[src/rtl/button_scan_scheduler.sv]
// Time-multiplexed debounce and rising-edge detector for N_BTN buttons.
// One shared datapath visits each button once per scan tick; presses are queued in a FWFT FIFO.
module button_scan_scheduler #(
  parameter int N_BTN        = 4,
  parameter int TICK_DIV     = 250000,
  parameter int STABLE_TICKS = 3,
  parameter int FIFO_DEPTH   = 4,
  localparam int IDW         = $clog2(N_BTN)
) (
  input  logic             clk,
  input  logic             rst,
  input  logic [N_BTN-1:0] btn,
  output logic             evt_valid,
  output logic [IDW-1:0]   evt_id,
  input  logic             evt_ready,
  output logic             overflow,
  output logic [N_BTN-1:0] btn_state
);

  localparam int TW = (TICK_DIV > 1) ? $clog2(TICK_DIV) : 1;
  localparam int PW = $clog2(FIFO_DEPTH);
  localparam logic [TW-1:0]  TICK_LAST  = TW'(TICK_DIV - 1);
  localparam logic [IDW-1:0] J_LAST     = IDW'(N_BTN - 1);
  localparam logic [IDW:0]   N_WRAP     = (IDW + 1)'(N_BTN);
  localparam logic [3:0]     CNT_LAST   = 4'(STABLE_TICKS - 1);
  localparam logic [PW:0]    DEPTH_FULL = (PW + 1)'(FIFO_DEPTH);
  localparam logic [0:0]     IDLE       = 1'b0;
  localparam logic [0:0]     SCAN       = 1'b1;

  function automatic logic [IDW-1:0] wrap_add(input logic [IDW-1:0] a, input logic [IDW-1:0] b);
    logic [IDW:0] sum;
    logic [IDW:0] diff;
    sum  = {1'b0, a} + {1'b0, b};
    diff = sum - N_WRAP;
    return (sum >= N_WRAP) ? diff[IDW-1:0] : sum[IDW-1:0];
  endfunction

  logic [N_BTN-1:0] sync1_r;
  logic [N_BTN-1:0] sync_r;
  logic [TW-1:0]    tick_cnt_r;
  logic             tick_s;
  logic [0:0]       state_r;
  logic [IDW-1:0]   j_r;
  logic [IDW-1:0]   start_r;
  logic [IDW-1:0]   k_s;
  logic             scan_s;
  logic [3:0]       cnt_r [N_BTN];
  logic [N_BTN-1:0] btn_state_r;
  logic             vis_sync_s;
  logic             vis_state_s;
  logic [3:0]       vis_cnt_s;
  logic [3:0]       cnt_nxt_s;
  logic             state_nxt_s;
  logic             push_s;

  logic [IDW-1:0]   mem_r [FIFO_DEPTH];
  logic [PW-1:0]    wr_ptr_r;
  logic [PW-1:0]    rd_ptr_r;
  logic [PW-1:0]    rd_inc_s;
  logic [PW-1:0]    rd_nxt_s;
  logic [PW:0]      count_r;
  logic [PW:0]      count_nxt_s;
  logic             pop_s;
  logic             full_s;
  logic             push_acc_s;
  logic             drop_s;
  logic [IDW-1:0]   head_nxt_s;
  logic             evt_valid_r;
  logic [IDW-1:0]   evt_id_r;
  logic             overflow_r;

  assign tick_s = (tick_cnt_r == TICK_LAST);

  // Debounce decision for the button visited in the current scan slot
  always_comb begin
    k_s         = wrap_add(start_r, j_r);
    scan_s      = (state_r == SCAN);
    vis_sync_s  = sync_r[k_s];
    vis_state_s = btn_state_r[k_s];
    vis_cnt_s   = cnt_r[k_s];
    cnt_nxt_s   = 4'd0;
    state_nxt_s = vis_state_s;
    push_s      = 1'b0;
    if (vis_sync_s == vis_state_s) begin
      cnt_nxt_s = 4'd0;
    end else if (vis_cnt_s == CNT_LAST) begin
      cnt_nxt_s   = 4'd0;
      state_nxt_s = vis_sync_s;
      push_s      = scan_s & vis_sync_s;
    end else begin
      cnt_nxt_s = vis_cnt_s + 4'd1;
    end
  end

  // FIFO control and next head; a push into an empty queue becomes the head directly
  always_comb begin
    pop_s      = evt_valid_r & evt_ready;
    full_s     = (count_r == DEPTH_FULL);
    push_acc_s = push_s & (~full_s | pop_s);
    drop_s     = push_s & full_s & ~pop_s;
    rd_inc_s   = rd_ptr_r + PW'(1);
    rd_nxt_s   = pop_s ? rd_inc_s : rd_ptr_r;
    case ({push_acc_s, pop_s})
      2'b10:   count_nxt_s = count_r + (PW + 1)'(1);
      2'b01:   count_nxt_s = count_r - (PW + 1)'(1);
      default: count_nxt_s = count_r;
    endcase
    if (count_nxt_s == {(PW + 1){1'b0}}) begin
      head_nxt_s = {IDW{1'b0}};
    end else if (pop_s) begin
      head_nxt_s = (count_r == (PW + 1)'(1)) ? k_s : mem_r[rd_inc_s];
    end else begin
      head_nxt_s = (count_r == {(PW + 1){1'b0}}) ? k_s : mem_r[rd_ptr_r];
    end
  end

  // Input synchronizer, scan tick divider and round-robin scan FSM
  always_ff @(posedge clk) begin
    if (rst) begin
      sync1_r    <= {N_BTN{1'b0}};
      sync_r     <= {N_BTN{1'b0}};
      tick_cnt_r <= {TW{1'b0}};
      state_r    <= IDLE;
      j_r        <= {IDW{1'b0}};
      start_r    <= {IDW{1'b0}};
    end else begin
      sync1_r    <= btn;
      sync_r     <= sync1_r;
      tick_cnt_r <= tick_s ? {TW{1'b0}} : tick_cnt_r + TW'(1);
      case (state_r)
        IDLE: begin
          if (tick_s) begin
            state_r <= SCAN;
            j_r     <= {IDW{1'b0}};
          end
        end
        SCAN: begin
          if (j_r == J_LAST) begin
            state_r <= IDLE;
            start_r <= wrap_add(start_r, IDW'(1));
          end else begin
            j_r <= j_r + IDW'(1);
          end
        end
        default: begin
          state_r <= IDLE;
          j_r     <= {IDW{1'b0}};
        end
      endcase
    end
  end

  // Per-button debounce counters and debounced levels; only the visited button moves
  always_ff @(posedge clk) begin
    if (rst) begin
      for (int i = 0; i < N_BTN; i++) begin
        cnt_r[i] <= 4'd0;
      end
      btn_state_r <= {N_BTN{1'b0}};
    end else if (scan_s) begin
      cnt_r[k_s]       <= cnt_nxt_s;
      btn_state_r[k_s] <= state_nxt_s;
    end
  end

  // Event FIFO storage with registered valid/head and sticky overflow
  always_ff @(posedge clk) begin
    if (rst) begin
      for (int i = 0; i < FIFO_DEPTH; i++) begin
        mem_r[i] <= {IDW{1'b0}};
      end
      wr_ptr_r    <= {PW{1'b0}};
      rd_ptr_r    <= {PW{1'b0}};
      count_r     <= {(PW + 1){1'b0}};
      evt_valid_r <= 1'b0;
      evt_id_r    <= {IDW{1'b0}};
      overflow_r  <= 1'b0;
    end else begin
      if (push_acc_s) begin
        mem_r[wr_ptr_r] <= k_s;
        wr_ptr_r        <= wr_ptr_r + PW'(1);
      end
      rd_ptr_r    <= rd_nxt_s;
      count_r     <= count_nxt_s;
      evt_valid_r <= (count_nxt_s != {(PW + 1){1'b0}});
      evt_id_r    <= head_nxt_s;
      if (drop_s) begin
        overflow_r <= 1'b1;
      end
    end
  end

  assign evt_valid = evt_valid_r;
  assign evt_id    = evt_id_r;
  assign overflow  = overflow_r;
  assign btn_state = btn_state_r;

endmodule

[config.mk]
export PLATFORM = sky130hd
export DESIGN_NAME = button_scan_scheduler
export DESIGN_NICKNAME = d
export VERILOG_FILES = /design/src/rtl/button_scan_scheduler.sv
export SDC_FILE = /design/constraint.sdc
export NUM_CORES = 1
export LEC_CHECK = 0
export ABC_AREA = 1
export CORE_MARGIN = 2
export CORE_UTILIZATION = 65
export DETAILED_ROUTE_END_ITERATION = 16
export PLACE_DENSITY = 0.84
export REMOVE_ABC_BUFFERS = 1
export SYNTH_ARGS = -nofsm -noshare
export SYNTH_HDL_FRONTEND = slang
export SYNTH_SLANG_ARGS = --single-unit
[constraint.sdc]
create_clock -name clk -period 5.75 [get_ports clk]
set_input_delay 1.15 -clock clk [delete_from_list [all_inputs] [get_ports clk]]
set_output_delay 1.15 -clock clk [all_outputs]
set_load 0.005 [all_outputs]
==> qor.yml, run 1 <==
critical_path:
  r2r_setup_slack_ns: 2.35
  cp_slowest_cell: "ha_1"
  critPathBufInv: 3
  crit_end: "mem_r[2][0]"
  worst-path-stages: 16
  critical_path_class: "register to register"
  path_delay_family: "simple AND/OR/NAND/NOR gates"
  r2r-start: "j_r[0]"
  crit_chain: "ha_1, inv_2, nor2_1, inv_1, nor2_1, nor2_1, nand2_2, ha_1, nand3_1, nor2_4, nand3_4, nor2_4, nand2_4, nor2_4, inv_2, o21ai_0"
  end_kind: "register"
  cp.required_ns: 5.78
  rr_worst_depth: 16
  startpoint_type: "register"
  crit_fanout: 16
  r2r-end: "mem_r[2][0]"
  cp-startpoint: "j_r[0]"
  critical_path_arrival_ns: 3.42
  slowest_delay_ns: 0.67
placement:
  post-place-ws_ns: 2.05
  post-place-cells: 524
  place_congestion: 0.879
  port_buffers: 14
  dp_hpwl_um: 4940
finish:
  drive_above_1_share_pct: 14.1
  final_cell_mix: "74 x nor2_1, 70 x nand2_1, 62 x inv_1, 48 x dfxtp_1"
  utilization_pct: 74.2
  num_antenna_cells: 0
  fin_cells: 540
  nFillCells: 401
  layout.nets: 479
  mostFrequentLayoutCell: "nor2_1"
  syn_to_final_growth_pct: 11.0
synthesis:
  synthesis.area_um2: 3640
  synthTopCellsByArea: "dfxtp_1 26%, edfxtp_1 20%, nor2_1 7.6%, nand2_1 7.2%, inv_1 6.4%"
  synth_top_family_by_area: "simple AND/OR/NAND/NOR gates"
  synth_top_area_share_pct: 26.4
  synth.distinct_cells: 47
  async_flop_share_pct: 0
  netlist.top_cell.by_area: "dfxtp_1"
  synthCells: 445
  yosys-mux-area-fraction_pct: 0
  yosysWarningCount: 0
  yosys.area_share.simple_pct: 30.0
  synth_compound_area_share_pct: 9.22
  yosys.area_share.xor_xnor_pct: 2.17
  avgSynthCellArea_um2: 8.17
  yosysSeqAreaShare_pct: 46.2
  synth_edf_count: 24
  synthAdderAreaFrac_pct: 3.10
  synth_ff_type: "dfxtp_1"
  ys_seq_elements: 72
route:
  wl_per_cell_um: 12.7
  drtIter0Drc: 181
  drt_pre_antenna_iters: 5
  wl_um: 6860
  drc: 0
  vias: 2867
  avgViaCountPerCell: 5.31
  antenna_left: 0
sta:
  tns_ns: 0
  fmax_mhz: 295
  setup-violations-final: 0
  rsz0062_at_grt: "no"
  layout_worst_path_cycle_share_pct: 59.0
  skew_ns: 0.00464
  maxSlewHeadroom_pct: 49.3
  hold_viol: 0
  final_max_slew_viol_count: 0
  final.setup.worst_slack_ns: 2.35
  worst_pin_slew_ns: 0.755
  min_period_ns: 3.40
cts:
  cts_made_buffers: 9
  cts_root_buf: "clkbuf_8"
  cts_resized: 0
  clock_latency_ns: 0.35
  clkTransAtPathRegs_ns: 0.07
  holdBufCountCts: 0
  h-tree-depth: 3
  cts.sinks: 72
  tritoncts: "built"
  post_cts_buffers: 0
  cts_buffer_depth: 2
die:
  die_y_um: 78.8
  die_w_um: 78.8
  rows: 27
  ioPinCount: 15
  dieArea_um2: 6210
  start_util_pct: 66.9
  core_um2: 5440
grt:
  grt_pass1_vias: 2637
  antenna_found_initial: 0
  grt_max_degree: 27
  grtUsageTotal_pct: 24.3
  grt_overflow: 0
  grt_pass1_wl_um: 11700
flow_run:
  max_cap_viol_count: 0
worst_hold_path:
  min_path_type: "register to register"
power:
  power_density_nw_per_um2: 293
  p_total_mw: 1.18
  p_leak_nw: 1.67
  ir_drop_v: 0.000237
run_status:
  status: "finished, final reports clean"
==> synth_stat cells (2+ instances only) <==
cell and number:
inv_2 12, inv_1 62, xor2_1 5, a31oi_1 2, nor2_2 9, ha_1 9
o21ai_1 2, nor3b_1 3, buf_2 2, nor4_1 2, nand3_1 16, nor3_1 4
nand2_4 6, xnor2_1 4, nor2_4 5, nand3_4 2, nand3_2 4, a21oi_1 17
clkbuf_1 2, dfxtp_1 48, o21ai_0 24, o21a_1 3, o22ai_1 3, nand4_1 5
nand2_2 7, nand2_1 70, nor2_1 74, edfxtp_1 24
==> stage by stage <==
step                      area [µm²]  hold WS (ns)
after floorplan                 3580         0.388
after global placement          3810         0.391
after detailed placement        3810         0.398
after CTS                       4040         0.407
after global routing            4040         0.422
final                           4040         0.407
==> state kept, by name, summed over array words and instances (netlist names), named ones only <==
register / flops
scan_s: 1
cnt_r: 16
mem_r: 8
evt_id: 2
overflow: 1
wr_ptr_r: 2
evt_valid: 1
start_r: 2
tick_cnt_r: 18
rd_ptr_r: 2
sync1_r: 4
count_r: 3
j_r: 2
sync_r: 4
btn_state: 4
==> report_power, final <==
group	switching [mW]	leakage, nW	total (mW)	internal [mW]
logic	0.104	0.921	0.173	0.0687
clock network	0.176	0.115	0.439	0.263
registers	0.0188	0.638	0.572	0.553
total	0.299	1.67	1.18	0.884
==> worst reg2reg max path, delay by kind of cell (launching register included) <==
family / cells / cell delay (ns)
buf+inv: 3 / 0.43
flops: 1 / 0.34
fa+ha+maj: 2 / 0.88
simple gates: 10 / 1.17
compound gates: 1 / 0.27
==> cells by family after synthesis <==
kind of cell             after synthesis
buffers and inverters                 82
adder cells (fa/ha/maj)                9
AO/OA/AOI/OAI                         59
XOR/XNOR                               9
AND/OR/NAND/NOR                      214
flip-flops                            72
==> worst min-delay path by stage <==
stage / startpoint / to / slack (ns) / cells after the start
detailed placement: sync1_r[0] / sync_r[0] / 0.40 / 2
floorplan: sync1_r[0] / sync_r[0] / 0.39 / 2
finish: sync1_r[0] / sync_r[0] / 0.41 / 2
global route: sync1_r[0] / sync_r[0] / 0.42 / 2
CTS: sync1_r[0] / sync_r[0] / 0.41 / 2
global placement: sync1_r[3] / sync_r[3] / 0.39 / 2
==> per-layer routing <==
layer	routed length, µm	vias up	global-route usage, %
met4	114	0	10.2
li1	-	1467	-
met1	3120	1320	30.7
met2	3340	69	40.2
met5	0	-	0
met3	286	11	5.91
==> layout make-up <==
class	instances	area, µm²	share of cell area (%)
timing repair buffer	14	140	3.47
tap	72	90.1	2.23
clock buffer	15	198	4.90
multi-input combinational	291	1620	40.0
clock inverter	1	30.0	0.744
sequential	72	1680	41.6
inverter	75	282	6.97
No activity file was read; power rests on OpenSTA's default activity.
==> run 2: changes to the inputs <==
--- a/config.mk
+++ b/config.mk
@@ -7,9 +7,9 @@
 export LEC_CHECK = 0
 export ABC_AREA = 1
 export CORE_MARGIN = 2
-export CORE_UTILIZATION = 65
+export CORE_UTILIZATION = 60
 export DETAILED_ROUTE_END_ITERATION = 16
-export PLACE_DENSITY = 0.84
+export PLACE_DENSITY = 0.79
 export REMOVE_ABC_BUFFERS = 1
 export SYNTH_ARGS = -nofsm -noshare
 export SYNTH_HDL_FRONTEND = slang
==> constraint.sdc (replaced) <==
create_clock -name clk -period 3.5 [get_ports clk]
set_input_delay 0.7 -clock clk [delete_from_list [all_inputs] [get_ports clk]]
set_output_delay 0.7 -clock clk [all_outputs]
set_load 0.005 [all_outputs]
==> qor.yml, run 2 (synthesis results as in run 1) <==
run_status:
  status: "finished, final reports clean"
cts:
  cts_buffer_depth: 2  # unchanged
  cts_made_buffers: 9  # unchanged
  cts_root_buf: "clkbuf_8"
  h-tree-depth: 3  # unchanged
  clkTransAtPathRegs_ns: 0.08  # about the same
  cts.sinks: 72  # unchanged
  cts_resized: 0  # unchanged
  clock_latency_ns: 0.35  # about the same
  post_cts_buffers: 0  # unchanged
  tritoncts: "built"
  holdBufCountCts: 0  # unchanged
critical_path:
  end_kind: "register"
  cp-startpoint: "j_r[0]"
  worst-path-stages: 18  # +2
  slowest_delay_ns: 0.40  # -0.27 ns
  critical_path_arrival_ns: 2.98  # -0.44 ns
  rr_worst_depth: 18  # +2
  r2r-end: "mem_r[2][1]"
  cp.required_ns: 3.53  # -2.25 ns
  startpoint_type: "register"
  r2r-start: "j_r[0]"
  cp_slowest_cell: "dfxtp_1"
  critPathBufInv: 3  # unchanged
  path_delay_family: "simple AND/OR/NAND/NOR gates"
  r2r_setup_slack_ns: 0.55  # -1.81 ns
  crit_chain: "ha_1, nand3_4, nand2_4, inv_2, nor2_1, inv_1, nor2_1, nor2_1, nand2_2, ha_1, nand3_1, nor2_4, nand3_4, nor2_4, nand2_4, nor2_4, inv_2, o21ai_0"
  critical_path_class: "register to register"
  crit_fanout: 15  # -1
  crit_end: "mem_r[2][1]"
route:
  vias: 2815  # -1.8%
  drc: 0  # unchanged
  antenna_left: 0  # unchanged
  wl_per_cell_um: 12.9  # +1.8%
  drt_pre_antenna_iters: 4  # -1
  wl_um: 7060  # +2.9%
  drtIter0Drc: 202  # +12%
  avgViaCountPerCell: 5.16  # -2.9%
sta:
  worst_pin_slew_ns: 0.630  # -0.125 ns
  maxSlewHeadroom_pct: 57.5  # +8.2 points
  rsz0062_at_grt: "no"
  tns_ns: 0  # unchanged
  skew_ns: 0.00901  # +0.00436 ns
  fmax_mhz: 339  # +15%
  min_period_ns: 2.95  # -0.445 ns
  final_max_slew_viol_count: 0  # unchanged
  setup-violations-final: 0  # unchanged
  whs_ns: 0.404  # -0.00392 ns
  layout_worst_path_cycle_share_pct: 84.3  # +25 points
  hold_viol: 0  # unchanged
finish:
  largest_reg_flops: 18  # unchanged
  layout.nets: 482  # +0.63%
  final_cell_mix: "74 x nor2_1, 70 x nand2_1, 62 x inv_1, 48 x dfxtp_1"
  mostFrequentLayoutCell: "nor2_1"
  num_antenna_cells: 0  # unchanged
  largestRegisters: "tick_cnt_r (18), cnt_r (16), mem_r (8)"
  syn_to_final_growth_pct: 11.8
  regMostFlops: "tick_cnt_r"
  drive_above_1_share_pct: 15.1  # +0.97 points
power:
  p_leak_nw: 1.69  # +1.2%
  power_density_nw_per_um2: 484  # +65%
  ir_drop_v: 0.000305  # +29%
die:
  ioPinCount: 15  # unchanged
  die_y_um: 81.8  # +3.9%
  core_um2: 5890  # +8.2%
  dieArea_um2: 6700  # +7.9%
  start_util_pct: 61.8  # -5.1 points
  rows: 28  # +3.7%
  die_w_um: 81.8  # +3.9%
grt:
  grt_overflow: 0  # unchanged
  grt_pass1_wl_um: 11700  # -0.23%
  grt_pass1_vias: 2746  # +4.1%
  grtUsageTotal_pct: 23.3  # -1.0 points
  grt_max_degree: 27  # unchanged
  antenna_found_initial: 0  # unchanged
placement:
  place_congestion: 0.833  # -5.2%
  port_buffers: 14  # unchanged
  dp_hpwl_um: 5260  # +6.4%
worst_hold_path:
  min_path_type: "register to register"
flow_run:
  max_cap_viol_count: 0  # unchanged
[run 2: changes by cell type in the layout (fill, tap and decap cells not counted)]
| cell | before | now |
|---|---|---|
| buf_4 | 0 | 3 |
| clkbuf_8 | 12 | 9 |
| clkbuf_1 | 2 | 0 |
| inv_4 | 0 | 2 |
| clkbuf_16 | 1 | 2 |
| clkinv_2 | 0 | 1 |
| inv_6 | 0 | 1 |
[run 2: report_power, final]
| part | leakage [nW] | internal, mW | switching, mW |
|---|---|---|---|
| clock network | 0.121 | 0.418 | 0.312 |
| registers | 0.638 | 0.908 | 0.0322 |
| logic | 0.935 | 0.117 | 0.181 |
| total | 1.69 | 1.44 | 0.526 |
[run 2: worst register-to-register path, cell delays in order (launching register included)]
cell	delay (ns)
dfxtp_1	0.40
ha_1	0.25
nand3_4	0.13
nand2_4	0.23
inv_2	0.07
nor2_1	0.09
inv_1	0.08
nor2_1	0.09
nor2_1	0.05
nand2_2	0.07
ha_1	0.19
nand3_1	0.13
nor2_4	0.13
nand3_4	0.10
nor2_4	0.18
nand2_4	0.08
nor2_4	0.09
inv_2	0.04
o21ai_0	0.24
[run 2: stage by stage]
| stage | cell area, µm² | util (%) | std cells | power [mW] | setup slack (ns) |
|---|---|---|---|---|---|
| after global placement | 3840 | 65.2 | 530 | 1.24 | 0.695 |
| after CTS | 4070 | 69.1 | 546 | 1.98 | 0.558 |
| after floorplan | 3580 | - | 438 | 1.15 | 0.697 |
| after global routing | 4070 | 69.1 | 546 | 2.06 | 0.282 |
| final | 4070 | 69.1 | 546 | 1.97 | 0.550 |
| after detailed placement | 3840 | 65.2 | 530 | 1.25 | 0.591 |
[run 2: final cells by class]
type	count	area [µm²]
multi-input combinational	291	1620
clock buffer	11	174
timing repair buffer	17	163
tap	75	93.8
clock inverter	5	56.3
fill	470	1820
inverter	75	282
sequential	72	1680
[run 2: worst min-delay path by stage]
| stage | startpoint | depth (start not counted) | end | slack (ns) |
|---|---|---|---|---|
| floorplan | sync1_r[0] | 2 | sync_r[0] | 0.39 |
| detailed placement | sync1_r[2] | 2 | sync_r[2] | 0.39 |
| global placement | sync1_r[2] | 2 | sync_r[2] | 0.39 |
| finish | sync1_r[2] | 2 | sync_r[2] | 0.40 |
| CTS | sync1_r[2] | 2 | sync_r[2] | 0.40 |
| global route | sync1_r[3] | 2 | sync_r[3] | 0.43 |
[run 2: metal layers]
| layer | part of all wire (%) | GRT usage [%] | vias to the layer above | wire length (µm) |
|---|---|---|---|---|
| li1 | - | - | 1463 | - |
| met2 | 50 | 41.3 | 57 | 3520 |
| met4 | 2.5 | 10.5 | 0 | 179 |
| met1 | 44 | 26.1 | 1278 | 3110 |
| met5 | 0 | 0 | - | 0 |
| met3 | 3.5 | 6.26 | 17 | 249 |
==> run 3: changes to the inputs <==
--- a/config.mk
+++ b/config.mk
@@ -7,9 +7,9 @@
 export LEC_CHECK = 0
 export ABC_AREA = 1
 export CORE_MARGIN = 2
-export CORE_UTILIZATION = 60
+export CORE_UTILIZATION = 54
 export DETAILED_ROUTE_END_ITERATION = 16
-export PLACE_DENSITY = 0.79
+export PLACE_DENSITY = 0.75
 export REMOVE_ABC_BUFFERS = 1
 export SYNTH_ARGS = -nofsm -noshare
 export SYNTH_HDL_FRONTEND = slang
==> constraint.sdc (replaced) <==
create_clock -name clk -period 2.5 [get_ports clk]
set_input_delay 0.5 -clock clk [delete_from_list [all_inputs] [get_ports clk]]
set_output_delay 0.5 -clock clk [all_outputs]
set_load 0.005 [all_outputs]
==> qor.yml, run 3 (synthesis results as in run 1) <==
sta:
  maxSlewHeadroom_pct: 56.7  # -0.82 points
  rsz0062_at_grt: "yes"
  layout_worst_path_cycle_share_pct: 98.1  # +14 points
  fmax_mhz: 408  # +20%
  min_period_ns: 2.45  # -0.497 ns
  hold_viol: 0  # unchanged
  final.setup.worst_slack_ns: 0.0469  # -0.503 ns
  worst_pin_slew_ns: 0.642  # +0.0121 ns
  setup-violations-final: 0  # unchanged
  skew_ns: 0.0150  # +0.00600 ns
  final_max_slew_viol_count: 0  # unchanged
critical_path:
  cp.required_ns: 2.63  # -0.90 ns
  end_kind: "register"
  crit_fanout: 8  # -7
  crit_chain: "ha_4, inv_2, buf_4, nand2_1, o21ai_1, nand3_1, a21oi_2, nand3_4, nor2_4, nand2_4, nor2_4, inv_2, buf_4, and3_4"
  critical_path_arrival_ns: 2.58  # -0.40 ns
  path_delay_family: "simple AND/OR/NAND/NOR gates"
  critPathBufInv: 4  # +1
  slowest_delay_ns: 0.34  # -0.06 ns
  critical_path_class: "register to register"
  cp_slowest_cell: "dfxtp_2"
  startpoint_type: "register"
finish:
  largest_reg_flops: 18  # unchanged
  mostFrequentLayoutCell: "nor2_1"
  utilization_pct: 69.0  # about the same
  final_area_um2: 4430  # +9.0%
  largestRegisters: "tick_cnt_r (18), cnt_r (16), mem_r (8)"
  final_cell_mix: "70 x nor2_1, 68 x nand2_1, 60 x inv_1, 44 x dfxtp_1, 39 x buf_4"
  num_antenna_cells: 0  # unchanged
  syn_to_final_growth_pct: 22.0
  layout.nets: 519  # +7.7%
  regArea_um2: 1690  # +0.30%
  fin_cells: 585  # +7.1%
  multi_input_area_um2: 1690  # +4.6%
  drive_above_1_share_pct: 24.4  # +9.3 points
  regMostFlops: "tick_cnt_r"
  nFillCells: 487  # +3.6%
die:
  rows: 29  # +3.6%
  core_um2: 6420  # +9.1%
  dieArea_um2: 7410  # +11%
  die_y_um: 86.1  # +5.1%
  ioPinCount: 15  # unchanged
  start_util_pct: 56.6  # -5.2 points
  die_w_um: 86.1  # +5.1%
grt:
  grt_pass1_vias: 2983  # +8.6%
  grtUsageTotal_pct: 22.0  # -1.3 points
  met3_usage_pct: 4.62  # -1.6 points
  use_met2_pct: 39.5  # -1.8 points
  grt_max_degree: 16  # -41%
  grt_pass1_wl_um: 12600  # +8.3%
  antenna_found_initial: 0  # unchanged
  met1_usage_pct: 24.6  # -1.6 points
  grt_overflow: 0  # unchanged
  grt-busiest-layer: "met2"
cts:
  cts_buffer_depth: 2  # unchanged
  clock_latency_ns: 0.36  # about the same
  cts_made_buffers: 9  # unchanged
  clkTransAtPathRegs_ns: 0.08  # about the same
  cts.sinks: 72  # unchanged
  h-tree-depth: 3  # unchanged
  cts_root_buf: "clkbuf_8"
  holdBufCountCts: 0  # unchanged
  tritoncts: "built"
power:
  p_comb_share_pct: 16.4  # +1.3 points
  power_frac_seq_pct: 46.9  # -0.9 points
  p_int_mw: 2.05  # +42%
  power_density_nw_per_um2: 633  # +31%
  p_clk_share_pct: 36.7  # -0.4 points
  swShare_pct: 26.9  # +0.23 points
  p_sw_mw: 0.756  # +44%
  p_total_mw: 2.81  # +43%
  p_leak_nw: 1.88  # +11%
  ir_drop_v: 0.000472  # +55%
route:
  vias: 3018  # +7.2%
  avgViaCountPerCell: 5.16  # about the same
  wl_per_cell_um: 13.0  # +0.84%
  wl_um: 7630  # +8.0%
  antenna_left: 0  # unchanged
  drc: 0  # unchanged
  drtIter0Drc: 208  # +3.0%
  drt_pre_antenna_iters: 4  # unchanged
placement:
  post-place-ws_ns: -0.143  # -0.734 ns
  dp_hpwl_um: 5630  # +7.0%
  port_buffers: 14  # unchanged
  post-place-cells: 567  # +7.0%
  postPlaceCellArea_um2: 4100  # +6.9%
  place_congestion: 0.880  # +5.7%
run_status:
  status: "finished, final reports clean"
worst_hold_path:
  min_path_type: "register to register"
flow_run:
  max_cap_viol_count: 0  # unchanged
run 3: final cells by class:
type | instances | area share (%)
clock buffers | 11 | 3.92
clock inverters | 5 | 1.30
inverters | 75 | 6.41
multi-input cells | 291 | 38.1
flip-flops and latches | 72 | 38.0
well taps | 77 | 2.17
repair buffers | 54 | 10.0
run 3: power groups by stage:
stage	Clock (mW)	Combinational, mW	Sequential [mW]
after CTS	1.05	0.451	1.32
after floorplan	0	0.285	1.33
final	1.03	0.461	1.32
after detailed placement	0	0.442	1.34
after global routing	1.09	0.517	1.32
after global placement	0	0.424	1.34
run 3: metal layers:
layer  vias up  share of wire (%)
li1       1532                  -
met1      1403                 40
met2        62                 52
met3        21                4.5
met4         0                3.0
met5         -                  0
run 3: repair_timing:
item                                    4_1_cts  5_1_grt
pin swaps                                     3       16
buffers inserted                              1        2
endpoints found under the setup margin       12       20
resized for setup                            15       13
run 3: metrics by stage:
| step | hold slack, ns | TNS [ns] |
|---|---|---|
| after global placement | 0.392 | -0.0972 |
| after CTS | 0.405 | 0 |
| final | 0.403 | 0 |
| after global routing | 0.424 | -0.857 |
| after floorplan | 0.388 | -1.98 |
| after detailed placement | 0.394 | -0.788 |
run 3: path summary, 6_finish.rpt:
kind	from	to	slack, ns	cells after the start
worst max-delay path	start_r[0]	mem_r[3][1]	0.05	14
worst min-delay path	sync1_r[2]	sync_r[2]	0.40	2
worst max register to register	start_r[0]	mem_r[3][1]	0.05	14
worst min register to register	sync1_r[2]	sync_r[2]	0.40	2
run 3: tightest hold or removal path, cell delays in order, from the launching register on:
cell and delay, ns:
dfxtp_1 0.30, inv_1 0.04, nor2_1 0.03
